==> src/rtl/dl_shift_seq_if.sv <==
// rtl/dl_shift_seq_if.sv - request/response handshake bundle for the shift sequencer
interface dl_shift_seq_if #(
  parameter int NUM_BITS = 32
) ();
  localparam int SHAMT_BITS = $clog2(NUM_BITS);

  logic                  req_valid;
  logic                  req_ready;
  logic [NUM_BITS-1:0]   req_a;
  logic [SHAMT_BITS-1:0] req_shamt;
  logic [1:0]            req_op;
  logic                  resp_valid;
  logic                  resp_ready;
  logic [NUM_BITS-1:0]   resp_data;

  modport master (
    output req_valid, req_a, req_shamt, req_op, resp_ready,
    input  req_ready, resp_valid, resp_data
  );

  modport slave (
    input  req_valid, req_a, req_shamt, req_op, resp_ready,
    output req_ready, resp_valid, resp_data
  );
endinterface

==> src/rtl/dl_shift_seq.sv <==
// rtl/dl_shift_seq.sv - multi-cycle shift sequencer using a narrow per-cycle step shifter
module dl_shift_seq #(
  parameter int NUM_BITS  = 32,
  parameter int STEP_BITS = 2
) (
  input  logic         clk,
  input  logic         rst_n,
  input  logic         flush,
  output logic         busy,
  dl_shift_seq_if.slave bus
);
  localparam int SHAMT_BITS = $clog2(NUM_BITS);
  localparam int MAX_STEP   = (2 ** STEP_BITS) - 1;
  localparam logic [SHAMT_BITS-1:0] MAX_STEP_W = SHAMT_BITS'(MAX_STEP);

  localparam logic [1:0] OP_SRL = 2'b00;
  localparam logic [1:0] OP_SLL = 2'b01;
  localparam logic [1:0] OP_SRA = 2'b10;

  typedef enum logic [1:0] {
    IDLE  = 2'b00,
    SHIFT = 2'b01,
    DONE  = 2'b10
  } state_t;

  state_t                state, state_nxt;
  logic [NUM_BITS-1:0]   data, data_shf;
  logic [1:0]            op;
  logic [SHAMT_BITS-1:0] rem, rem_nxt, step;
  logic                  accept;

  assign bus.req_ready  = (state == IDLE) && !flush;
  assign accept         = bus.req_valid && bus.req_ready;
  assign bus.resp_valid = (state == DONE);
  assign bus.resp_data  = data;
  assign busy           = (state != IDLE);

  assign step    = (rem > MAX_STEP_W) ? MAX_STEP_W : rem;
  assign rem_nxt = rem - step;

  // SRA keeps replicating data's MSB, which is the sign latched at acceptance.
  always_comb begin
    data_shf = data >> step;
    case (op)
      OP_SLL:  data_shf = data << step;
      OP_SRA:  data_shf = NUM_BITS'($signed(data) >>> step);
      default: data_shf = data >> step;
    endcase
  end

  always_ff @(posedge clk or negedge rst_n) begin
    if (!rst_n) begin
      state <= IDLE;
    end else begin
      state <= state_nxt;
    end
  end

  always_comb begin
    state_nxt = state;
    case (state)
      IDLE:    if (accept) state_nxt = (bus.req_shamt == '0) ? DONE : SHIFT;
      SHIFT:   if (rem_nxt == '0) state_nxt = DONE;
      DONE:    if (bus.resp_ready) state_nxt = IDLE;
      default: state_nxt = IDLE;
    endcase
    if (flush) state_nxt = IDLE;
  end

  always_ff @(posedge clk or negedge rst_n) begin
    if (!rst_n) begin
      data <= '0;
      op   <= OP_SRL;
      rem  <= '0;
    end else if (flush) begin
      rem <= '0;
    end else if (accept) begin
      data <= bus.req_a;
      op   <= (bus.req_op == 2'b11) ? OP_SRL : bus.req_op;
      rem  <= bus.req_shamt;
    end else if (state == SHIFT) begin
      data <= data_shf;
      rem  <= rem_nxt;
    end
  end
endmodule

==> src/flat_wrapper.sv <==
// flat-port wrapper written by rule: the top's interface ports become plain ports
module dl_shift_seq_flat 
#(
  parameter int NUM_BITS  = 32,
  parameter int STEP_BITS = 2
)
  (clk, rst_n, flush, busy, bus_req_valid, bus_req_a, bus_req_shamt, bus_req_op, bus_resp_ready, bus_req_ready, bus_resp_valid, bus_resp_data);
  dl_shift_seq_if #(.NUM_BITS(NUM_BITS)) bus_i ();
  input  logic clk;
  input  logic rst_n;
  input  logic flush;
  output logic busy;
  input wire logic [$bits(bus_i.req_valid)-1:0] bus_req_valid;
  input wire logic [$bits(bus_i.req_a)-1:0] bus_req_a;
  input wire logic [$bits(bus_i.req_shamt)-1:0] bus_req_shamt;
  input wire logic [$bits(bus_i.req_op)-1:0] bus_req_op;
  input wire logic [$bits(bus_i.resp_ready)-1:0] bus_resp_ready;
  output wire logic [$bits(bus_i.req_ready)-1:0] bus_req_ready;
  output wire logic [$bits(bus_i.resp_valid)-1:0] bus_resp_valid;
  output wire logic [$bits(bus_i.resp_data)-1:0] bus_resp_data;
  assign bus_i.req_valid = bus_req_valid;
  assign bus_i.req_a = bus_req_a;
  assign bus_i.req_shamt = bus_req_shamt;
  assign bus_i.req_op = bus_req_op;
  assign bus_i.resp_ready = bus_resp_ready;
  assign bus_req_ready = bus_i.req_ready;
  assign bus_resp_valid = bus_i.resp_valid;
  assign bus_resp_data = bus_i.resp_data;
  dl_shift_seq #(.NUM_BITS(NUM_BITS), .STEP_BITS(STEP_BITS)) u_core (.clk(clk), .rst_n(rst_n), .flush(flush), .busy(busy), .bus(bus_i));
endmodule
==> config.mk <==
export PLATFORM = sky130hd
export DESIGN_NAME = dl_shift_seq_flat
export DESIGN_NICKNAME = d
export VERILOG_FILES = /design/src/rtl/dl_shift_seq_if.sv /design/src/rtl/dl_shift_seq.sv /design/src/flat_wrapper.sv
export SDC_FILE = /design/constraint.sdc
export NUM_CORES = 1
export LEC_CHECK = 0
export ABC_AREA = 1
export CAP_MARGIN = 5
export CORE_UTILIZATION = 57
export CTS_CLUSTER_DIAMETER = 150
export DETAILED_ROUTE_END_ITERATION = 12
export PLACE_DENSITY_LB_ADDON = 0.12
export SLEW_MARGIN = 0
export SYNTH_ARGS = -nofsm -noshare
export SYNTH_HDL_FRONTEND = slang
export SYNTH_SLANG_ARGS = --single-unit
==> constraint.sdc <==
create_clock -name clk -period 5.34 [get_ports clk]
set_input_delay 0.801 -clock clk [delete_from_list [all_inputs] [get_ports clk]]
set_output_delay 0.801 -clock clk [all_outputs]
set_load 0.02 [all_outputs]
Yosys cells after proc, flatten, opt, wreduce, memory -nomap -nowiden
Cells that the tools add are included.

operators by class
  reduce and logical (&&, ||, !) cells = 12
  $add $sub $neg = 1
  equal/unequal tests = 8
  $mul = 0
  multiplexer cells = 14
  bitwise operators = 1
  divide/modulo/power cells = 0
  order comparisons = 1
  shift-type cells = 3

operators by type and width
  operator              count
  $mux W32              2
  $pmux W32 S2          1
  $shl A32 B5 Y32       1
  $shr A32 B5 Y32       1
  $sshr A32 B5 Y32      1
  $mux W5               4
  $mux W2               6
  $logic_not A5 Y1      2
  $eq A2 B2 Y1 const B  3
  $ne A3 B2 Y1 const B  2
  $pmux W2 S3           1
  $gt A5 B2 Y1 const B  1
  $sub A5 B5 Y5         1
  $eq A2 B1 Y1 const B  2
  $reduce_and A2 Y1     2
  $reduce_bool A2 Y1    2
  $ne A3 B3 Y1 const B  1
  $reduce_and A3 Y1     1
  $reduce_bool A3 Y1    1
  $logic_and A1 B1 Y1   2
  $logic_not A2 Y1      1
  $logic_not A1 Y1      1
  $not A1 Y1            1

word-level totals
  bits in writable memories = 0
  bits in latches = 0
  flip-flop bits (word level) = 41
  memories kept = 0
  bits in read-only memories = 0
  output and inout port bits = 35
  input bits = 44
  word-level logic and storage cells = 44

Depth between registers and ports, before layout
  depth in word-level cells = 7
  depth in mapped cells = 14
  mapped depth without buffers = 13

Worst setup path after synthesis
OpenSTA, ideal clock, no wires.

  path kind = input-to-output
  start point = input flush
  end point = output bus_req_ready
  stages on the path = 3
  setup slack = 3.432 ns
  path buffers = 0
  data arrival time = 1.107 ns
  required time = 4.539 ns
  path through = inv_1 nand2_1 inv_1

on the way
  word-level cells in the longest chain between the ends = 2

ends and longest elaborated chain
  element              line                text
  start: declaration   flat_wrapper.sv:11  input logic flush;
  $logic_not A1 Y1     dl_shift_seq.sv:32  assign bus.req_ready = (state == IDLE) && !flush;
  $logic_and A1 B1 Y1  dl_shift_seq.sv:32
  end: declaration     flat_wrapper.sv:18  output wire logic [$bits(bus_i.req_ready)-1:0] bus_req_ready;

Every way passes these cells.

Final worst setup path
Same ends and word-level chain as after synthesis.

==> reports/results.md <==
### Critical path
• primary output — Worst setup EP type
• buffers and inverters — top cell family by delay on the critical path
• sky130_fd_sc_hd__clkdlybuf4s50_1 — Slowest-stage cell, CP
• input pin to primary output — start-to-end type of the worst setup path
• 4 — peak fanout along the critical path
• input pin — nature of the critical path startpoint
• 2.14 ns — data arrival time of the critical path
• clkdlybuf4s50_1 > inv_1 > nand2_1 > inv_1 > clkdlybuf4s50_1 — Cell Chain, Critical Path
• 4.54 ns — required arrival time at the worst endpoint
• 0.60 ns — biggest cell delay along the critical path
• 4 — worst path bufs/invs

### Yosys
• 664 — number of cells produced by synthesis
• 0.009891 — post-synthesis share of cell area spent on full adders, half adders and majority gates
• 32 — Unique masters post-synth
• simple AND/OR/NAND/NOR gates — combinational family with the most area after synthesis
• 0.002308 — Synth Area in XOR/XNOR
• sky130_fd_sc_hd__dfrtp_1 27%, sky130_fd_sc_hd__nand2_1 25%, sky130_fd_sc_hd__o21ai_0 9.0%, sky130_fd_sc_hd__inv_1 8.7%, sky130_fd_sc_hd__nand3_1 8.0% — main area contributors after synthesis
• 0.1777 — post-synthesis compound-gate area fraction
• sky130_fd_sc_hd__nand2_1 — most common cell in the synthesized netlist
• 1.000 — proportion of register bits with asynchronous set or reset after synthesis
• 0 — number of synthesized flops with an enable pin
• 41 — flip-flop and latch count after synthesis
• 711 — net count after synthesis
• 257 x sky130_fd_sc_hd__nand2_1, 88 x sky130_fd_sc_hd__inv_1, 68 x sky130_fd_sc_hd__o21ai_0 — top cells by count, synth
• 3795 um^2 — Post-Syn Area
• sky130_fd_sc_hd__dfrtp_1 — Yosys top cell by area
• 0 — Yosys warning total
• 0.2704 — sequential share of the synthesized area
• 5.715 um^2 — mean area per synthesized cell
• 0.3993 — post-synthesis simple-gate area fraction
• 0 — mux cell area share after synthesis
• sky130_fd_sc_hd__dfrtp_1 — top flip-flop cell by instance count after synthesis
• 0.2704 — fraction of synthesized cell area taken by the top area cell type

### Routing
• 0 — post-route ant nets
• 5.617 — routed via count divided by cell count
• 6 — Initial DRT Pass Iterations
• 13.23 um — wire length per cell after detailed routing
• 10530 um — Total Wirelength
• 4471 — Via Count
• 0 — number of remaining DRC errors
• 365 — first-iteration detailed-routing DRC count

### Final layout
• 4608 um^2 — summed area of non-filler cells in the final layout
• 21.43% — layout overhead on the synthesized area
• 0.03199 — fraction of layout cells with a size suffix above 1
• 0 — antenna diode count
• 765 — Final #Nets

### Outcome
• finished clean — result of the run

### CTS
• 2 — number of H-tree levels
• 0.09 ns — clk slew on worst S/H paths
• 2 — Max Root-Sink Buffers
• done — clock tree from TritonCTS
• 0.30 ns — clock network latency to the later pin of the worst-skew pair
• sky130_fd_sc_hd__clkbuf_8 — root buffer cell
• 0 — post-CTS resize count
• 0 — Setup Fix Bufs, Post-CTS
• 5 — cts bufs inserted
• 0 — hold buffers post-CTS
• 41 — Num Clock Sinks

### Floorplan
• 79 — number of top-level pins
• 6988 um^2 — area of the die
• 6386 um^2 — Placeable Area
• 83.60 um — Die Height
• 29 — site row count
• 83.60 um — Horiz. Die Dim
• 0.5942 — starting utilization of the core area

### STA
• 0 ns — final-layout setup total negative slack
• 340.4 MHz — maximum clock frequency
• 0 — final setup violation count
• 0.5501 — Final Cycle Share
• 0 — Final Hold Vio Count
• 0 — final-report max-slew violation count
• 0.5061 ns — Hold Slack
• 2.937 ns — post-layout minimum cycle time
• 1.072 ns — slew at the pin closest to its max-slew limit
• 0.2839 — headroom to the max-slew limit
• no — setup repair after global routing missed its margin
• 0.004002 ns — Clock Skew

### Global routing
• 18090 um — wire length of the first global-routing pass
• 4075 — number of global-route vias before repair
• 0 — Remaining Overflow, GRT
• 0 — number of antenna violations at the first check in global routing
• 0.3068 — overall track demand over capacity in global routing
• 84 — pin count of the biggest net entering global routing

### Min path
• register to register — Hold WC Path Type

### Job
• 0 — number of max-cap violations

### Place
• 0.8827 — Final GP Congestion
• 78 — count of input and output buffers
• 6921 um — total half-perimeter wirelength after legalization and detailed placement
• 4507 um^2 — placed inst area

-- state kept, by name, summed over array words and instances (netlist names) --
register	cells
u_core.bus.resp_data	32
u_core.state	2
u_core.rem	5
u_core.op	2
-- per-layer routing --
layer,share of wire,up-vias,global-route usage
met5,0,-,0
met4,0.015,0,0.08783
met3,0.084,19,0.04946
met2,0.45,216,0.5092
met1,0.45,2025,0.4125
li1,-,2211,-
-- worst register-to-register path: stages (launching register included) --
cell and delay, ns:
sky130_fd_sc_hd__dfrtp_1 0.44, sky130_fd_sc_hd__nor2_4 0.22, sky130_fd_sc_hd__nand3_4 0.39, sky130_fd_sc_hd__nor2_2 0.92
sky130_fd_sc_hd__inv_1 0.35, sky130_fd_sc_hd__or2_0 0.31, sky130_fd_sc_hd__nand3_1 0.12, sky130_fd_sc_hd__nand2_1 0.07
sky130_fd_sc_hd__nand2_1 0.05
-- layout make-up --
cell class                      instances  area, um^2
Multi-Input combinational cell        498        2241
Sequential cell                        41        1026
Clock buffer                            7       96.34
Fill cell                             579        1778
Inverter                               90       337.8
Timing Repair Buffer                   82       805.8
Clock inverter                          1       5.005
Tap cell                               77       96.34
-- metrics by stage --
stage / cells / utilization / worst slack [ns]
after floorplan: 664 / - / 3.432
after global placement: 788 / 0.7057 / 2.286
after detailed placement: 788 / 0.7057 / 2.181
after CTS: 796 / 0.7216 / 2.405
after global routing: 796 / 0.7216 / 2.221
final: 796 / 0.7216 / 2.403
-- cell families after synthesis --
kind of cell,after synthesis
and+or+nand+nor,369
AOI/OAI and AO/OA,125
buffers and inverters,125
DFF,41
adders and majority gates,3
xor gates and xnor gates,1
-- layout by cell type, fill, tap and decap left out, types with 2 or more instances in the layout --
master / instances
sky130_fd_sc_hd__nand2_1: 257
sky130_fd_sc_hd__inv_1: 88
sky130_fd_sc_hd__clkdlybuf4s50_1: 77
sky130_fd_sc_hd__o21ai_0: 68
sky130_fd_sc_hd__nand3_1: 61
sky130_fd_sc_hd__dfrtp_1: 41
sky130_fd_sc_hd__nor2_1: 35
sky130_fd_sc_hd__a21oi_1: 21
sky130_fd_sc_hd__o21ai_1: 19
sky130_fd_sc_hd__clkbuf_8: 7
sky130_fd_sc_hd__o211ai_1: 6
sky130_fd_sc_hd__nand4_1: 5
sky130_fd_sc_hd__o221ai_1: 4
sky130_fd_sc_hd__buf_4: 4
sky130_fd_sc_hd__nor2_2: 3
sky130_fd_sc_hd__ha_1: 3
sky130_fd_sc_hd__o31ai_1: 2
sky130_fd_sc_hd__o21ai_2: 2
sky130_fd_sc_hd__or2_0: 2
-- final timing paths --
kind	startpoint	endpoint	slack (ns)	cells after the start
min in group asynchronous	rst_n	u_core.bus.resp_data[25]	0.64	1
setup reg to reg	u_core.rem[3]	u_core.bus.resp_data[19]	2.42	8
max in group asynchronous	rst_n	u_core.bus.resp_data[10]	4.12	1
hold reg to reg	u_core.rem[1]	u_core.rem[1]	0.51	2
hold / removal	u_core.rem[1]	u_core.rem[1]	0.51	2
setup / recovery	flush	bus_req_ready	2.40	5
Power is left out: the tool's default activity adds up to more than one toggle a clock period on the data nets, which glitch-free logic cannot reach.
